--- config.mk ---
export PLATFORM = sky130hd
export DESIGN_NAME = fetch_prefetch_unit
export DESIGN_NICKNAME = d
export VERILOG_FILES = /design/src/rtl/fetch_prefetch_unit.sv
export SDC_FILE = /design/constraint.sdc
export NUM_CORES = 1
export LEC_CHECK = 0
export CAP_MARGIN = 20
export CELL_PAD_IN_SITES_DETAIL_PLACEMENT = 1
export CELL_PAD_IN_SITES_GLOBAL_PLACEMENT = 1
export CORE_ASPECT_RATIO = 1.2
export CORE_MARGIN = 5
export CORE_UTILIZATION = 40
export CTS_CLUSTER_SIZE = 8
export DETAILED_ROUTE_END_ITERATION = 10
export PLACE_DENSITY_LB_ADDON = 0.1
export SLEW_MARGIN = 20
export SYNTH_ARGS = -nofsm -noshare
export SYNTH_HDL_FRONTEND = slang
export SYNTH_SLANG_ARGS = --single-unit
export TNS_END_PERCENT = 1
--- constraint.sdc ---
create_clock -name clk -period 5.6 [get_ports clk]
set_input_delay 1.12 -clock clk [delete_from_list [all_inputs] [get_ports clk]]
set_output_delay 1.12 -clock clk [all_outputs]
set_load 0.05 [all_outputs]
--- src/rtl/fetch_prefetch_unit.sv ---
// Decoupled instruction-fetch front end: sequences PCs, issues pipelined fetches over
// req/gnt/rvalid, buffers {instr, pc} in a FIFO for decode and handles redirects.
module fetch_prefetch_unit #(
  parameter logic [63:0] RESET_PC        = 64'h0000_0000_0000_0000,
  parameter int unsigned DEPTH           = 4,
  parameter int unsigned MAX_OUTSTANDING = 2
) (
  input  logic        clk,
  input  logic        reset_n,
  output logic        instr_mem_req_o,
  output logic [63:0] instr_mem_addr_o,
  input  logic        instr_mem_gnt_i,
  input  logic        instr_mem_rvalid_i,
  input  logic [31:0] instr_mem_rdata_i,
  input  logic        redirect_i,
  input  logic [63:0] redirect_pc_i,
  output logic        fetch_valid_o,
  output logic [31:0] fetch_instr_o,
  output logic [63:0] fetch_pc_o,
  input  logic        fetch_ready_i
);

  localparam int unsigned PW = $clog2(DEPTH);
  localparam int unsigned OW = $clog2(DEPTH + 1);
  localparam int unsigned CW = $clog2(MAX_OUTSTANDING + 1);

  logic          run_q;
  logic [63:0]   fetch_pc_q, fetch_pc_d;
  logic [CW-1:0] outstanding_q, outstanding_d;
  logic [CW-1:0] discard_q, discard_d;
  logic [OW-1:0] occ_q, occ_d;
  logic [PW-1:0] rd_ptr_q, rd_ptr_d, wr_ptr_q, wr_ptr_d;
  logic [PW-1:0] pq_rd_q, pq_rd_d, pq_wr_q, pq_wr_d;

  logic [31:0]   buf_instr_q [DEPTH];
  logic [63:0]   buf_pc_q    [DEPTH];
  logic [63:0]   pq_pc_q     [DEPTH];

  logic          gnt_fire;
  logic          push;
  logic          pop;
  logic [31:0]   reserved;
  logic          unused_pc_lsbs;

  assign unused_pc_lsbs = ^redirect_pc_i[1:0];

  // Every granted request already owns a FIFO slot unless it is going to be discarded,
  // so the buffer can never overflow when responses land.
  assign reserved = 32'(occ_q) + 32'(outstanding_q) - 32'(discard_q);

  // Memory side: a request transfers when req & gnt. Decode side: the head transfers when
  // fetch_valid_o & fetch_ready_i. Neither valid depends combinationally on its ready.
  assign instr_mem_req_o  = run_q & ~redirect_i
                          & (32'(outstanding_q) < MAX_OUTSTANDING)
                          & (reserved < DEPTH);
  assign instr_mem_addr_o = fetch_pc_q;

  assign gnt_fire = instr_mem_req_o & instr_mem_gnt_i;
  assign push     = instr_mem_rvalid_i & (discard_q == '0) & ~redirect_i;
  assign fetch_valid_o = (occ_q != '0);
  assign pop      = fetch_valid_o & fetch_ready_i & ~redirect_i;

  assign fetch_instr_o = fetch_valid_o ? buf_instr_q[rd_ptr_q] : 32'h0;
  assign fetch_pc_o    = fetch_valid_o ? buf_pc_q[rd_ptr_q]    : 64'h0;

  always_comb begin
    fetch_pc_d    = fetch_pc_q;
    outstanding_d = outstanding_q + CW'(gnt_fire) - CW'(instr_mem_rvalid_i);
    discard_d     = discard_q;
    occ_d         = occ_q;
    rd_ptr_d      = rd_ptr_q;
    wr_ptr_d      = wr_ptr_q;
    pq_rd_d       = pq_rd_q;
    pq_wr_d       = pq_wr_q;

    if (redirect_i) begin
      // Everything still in flight belongs to the old stream.
      fetch_pc_d = {redirect_pc_i[63:2], 2'b00};
      discard_d  = outstanding_q - CW'(instr_mem_rvalid_i);
      occ_d      = '0;
      rd_ptr_d   = '0;
      wr_ptr_d   = '0;
      pq_rd_d    = '0;
      pq_wr_d    = '0;
    end else begin
      if (gnt_fire) begin
        fetch_pc_d = fetch_pc_q + 64'd4;
        pq_wr_d    = pq_wr_q + PW'(1);
      end
      if (instr_mem_rvalid_i) begin
        if (discard_q != '0) discard_d = discard_q - CW'(1);
        else                 pq_rd_d   = pq_rd_q + PW'(1);
      end
      if (push) wr_ptr_d = wr_ptr_q + PW'(1);
      if (pop)  rd_ptr_d = rd_ptr_q + PW'(1);
      occ_d = occ_q + OW'(push) - OW'(pop);
    end
  end

  always_ff @(posedge clk or negedge reset_n) begin
    if (!reset_n) begin
      run_q         <= 1'b0;
      fetch_pc_q    <= RESET_PC;
      outstanding_q <= '0;
      discard_q     <= '0;
      occ_q         <= '0;
      rd_ptr_q      <= '0;
      wr_ptr_q      <= '0;
      pq_rd_q       <= '0;
      pq_wr_q       <= '0;
    end else begin
      run_q         <= 1'b1;
      fetch_pc_q    <= fetch_pc_d;
      outstanding_q <= outstanding_d;
      discard_q     <= discard_d;
      occ_q         <= occ_d;
      rd_ptr_q      <= rd_ptr_d;
      wr_ptr_q      <= wr_ptr_d;
      pq_rd_q       <= pq_rd_d;
      pq_wr_q       <= pq_wr_d;
    end
  end

  // Storage arrays carry no reset; occupancy and pointers define what is live.
  always_ff @(posedge clk) begin
    if (push) begin
      buf_instr_q[wr_ptr_q] <= instr_mem_rdata_i;
      buf_pc_q[wr_ptr_q]    <= pq_pc_q[pq_rd_q];
    end
    if (gnt_fire) begin
      pq_pc_q[pq_wr_q] <= fetch_pc_q;
    end
  end

endmodule

==> results.json <==
{
  "ios": 264,
  "dieWidth_microns": 252,
  "syn_inst": 1539,
  "ir_drop_mv": 0.285,
  "design.die.area_sq_mm": 0.0758,
  "hold_buffers": 0,
  "dp_cells": 2663,
  "final_core_util": 0.497,
  "core_sq_mm": 0.0698,
  "arrival_ns": 3.74,
  "dpl.hpwl_microns": 44800,
  "postSynthAreaPerCell_sq_um": 18.3,
  "clk_pin_slew_worst_paths_ns": 0.05,
  "fmax_mhz": 206,
  "path_cells": "inv_1 > fa_1 > inv_1 > ha_1 > and3b_1 > or4_1 > a21oi_1 > clkdlybuf4s50_1",
  "cts_tree": "yes",
  "rows": 106,
  "setup_viol": 0,
  "drive_gt1_frac": 0.167,
  "ys_warn_count": 0,
  "vias": 15500,
  "hold_viol": 0,
  "cts_max_path_buffers": 3,
  "worst_slew_pin_slew_ns": 1.03,
  "async_reset_ff_frac": 0.111,
  "layout.cells.non_filler": 2815,
  "report.final.slew_viol_count": 0,
  "gp_congestion": 0.786,
  "cts_buffers": 97,
  "crit_top_cell": "inv_1",
  "synth.area.top_cells": "edfxtp_1 67%, mux4_2 12%, dfrtp_1 6.9%",
  "cp_slowest_cell": "clkdlybuf4s50_1",
  "drc_errors": 0,
  "drv_cap": 0,
  "rsz0062_at_grt": "no",
  "dpl_cell_area_sq_mm": 0.0319,
  "critical-path-max-stage-delay_ns": 0.88,
  "p_leak_nw": 11.3,
  "outcome": "finished clean",
  "syn_to_final_growth_pct": 23.1,
  "fin_worst_skew_ns": 0.0182,
  "synthesis.area_sq_mm": 0.0282,
  "hold_class": "input pin to async pin",
  "clkPwrFrac": 0.334,
  "synth_seq_cells": 702,
  "fin_crit_ns": 4.86,
  "yosys_most_used_dff": "edfxtp_1",
  "grt-ovfl-total": 0,
  "start_util": 0.404,
  "post-place-ws_ns": 1.36,
  "clock-root-buffer": "clkbuf_16",
  "setup.worst_path.end_class": "primary output",
  "yosysMostFrequentCell": "edfxtp_1",
  "cts_setup_buffers": 0,
  "switchingPower_mw": 5.02,
  "power_density_mw_per_mm2": 457,
  "stdcell_area_sq_mm": 0.0347,
  "viasPerCell": 5.51,
  "wl_per_cell_microns": 26.0,
  "drt_iter0_markers": 875,
  "antenna_found_initial": 1,
  "critPathRequiredTime_ns": 4.48,
  "portBuffers": 257,
  "criticalPathCategory": "flip-flop to primary output",
  "p_int_mw": 10.8,
  "relSlewSlack": 0.305,
  "swShare": 0.317,
  "period_share": 0.868,
  "combPwrFrac": 0.259,
  "die_h_microns": 301,
  "worst_setup_path_startpoint": "outstanding_q[1]$_DFF_PN0_",
  "synth_seq_area_share": 0.735,
  "final.setup.tns_ns": 0,
  "final_antenna_net_count": 0,
  "yosysTopAreaCell": "edfxtp_1",
  "synth_cell_types": 57,
  "ys_top_cells_by_count": "624 x edfxtp_1, 156 x mux4_2, 110 x and2_1",
  "reg2reg_from": "outstanding_q[1]$_DFF_PN0_",
  "grt_pass1_vias": 17200,
  "synth_edf_count": 624,
  "final_nets": 1967,
  "clock_sinks": 702,
  "clock_latency_ns": 0.63,
  "fin_ws_ns": 0.742,
  "grt_start_max_net_pins": 86,
  "ctsResizeCount": 0,
  "synth_top_area_frac": 0.666,
  "wirelength_microns": 73200,
  "path_max_fanout": 4,
  "power_frac_seq": 0.407,
  "first_pass_iters": 5,
  "grt_pass1_wl_microns": 111000,
  "grt_usage": 0.194,
  "cts.htree.levels": 3,
  "start_kind": "flip-flop"
}
-- flip-flops by register name, summed over array words and instances, names as in the netlist, 2 cells and up --
register          flops
buf_pc_q            248
pq_pc_q             248
buf_instr_q         128
instr_mem_addr_o     62
occ_q                 3
discard_q             2
outstanding_q         2
pq_rd_q               2
pq_wr_q               2
rd_ptr_q              2
wr_ptr_q              2
-- layout by cell type, fill, tap and decap left out, drive strengths merged, types with 38 or more instances in the layout --
master         Yosys  layout
nand3             38      38
mux4             156     156
clkdlybuf4s50      0     255
dfrtp             78      78
and2             111     111
clkbuf            52     145
nand2             95      95
nor2              44      44
edfxtp           624     624
o21ai             57      57
-- final cells by class --
type                       count  area [sq um]
clock inverter                 6          75.1
multi-input combinational    730          7090
clock buffer                 145          2630
inverter                      28           105
tap                          918          1150
sequential                   702         20700
fill                        6539         35100
antenna                        1          2.50
timing repair buffer         285          2900
-- power by group through the flow --
stage / logic (mW) / registers, mW / clock network, mW
after floorplan: 2.64 / 6.54 / 0
after global routing: 4.37 / 6.48 / 5.72
final: 4.11 / 6.44 / 5.29
after CTS: 4.21 / 6.45 / 5.44
after detailed placement: 4.20 / 6.55 / 0
after global placement: 4.16 / 6.53 / 0
-- worst max-delay path, delay by kind of cell (launching register included) --
family,cells,cell delay [ns]
AOI/OAI and AO/OA,1,0.16
adders and majority gates,2,0.80
buffers and inverters,3,1.00
DFF,1,0.42
and+or+nand+nor,2,0.71
-- logic make-up after synthesis --
logic type	share of synthesized area
xor+xnor	0.00436
other cells	0.000267
buf+inv	0.0156
fa+ha+maj	0.00987
flops	0.735
mux	0.126
simple gates	0.0738
compound gates	0.0352
-- worst paths after layout --
path | end | slack, ns | cells past startpoint
min in group clk | outstanding_q[1]$_DFF_PN0_ | 0.55 | 1
max in group asynchronous | instr_mem_addr_o[5]$_DFFE_PN0P_ | 4.05 | 2
hold / removal | instr_mem_addr_o[39]$_DFFE_PN0P_ | 0.49 | 1
setup / recovery | instr_mem_req_o | 0.74 | 8
setup reg to reg | pq_pc_q[2][19]$_DFFE_PP_ | 1.80 | 9
hold reg to reg | outstanding_q[1]$_DFF_PN0_ | 0.55 | 1
-- routing by layer --
layer  vias up  track usage  routed length, microns
met4         0       0.0558                    1470
met1      8238        0.252                   30500
li1       6764            -                       -
met3       105       0.0388                    3480
met5         -            0                       0
met2       395        0.335                   37700
-- per-stage QoR --
stage / total power, mW / hold WS (ns)
4_1_cts: 16.1 / 0.488
2_1_floorplan: 9.19 / 0.493
3_5_place_dp: 10.8 / 0.550
5_1_grt: 16.6 / 0.494
3_3_place_gp: 10.7 / 0.535
6_report: 15.8 / 0.487
Power figures use the tool's default switching activity.
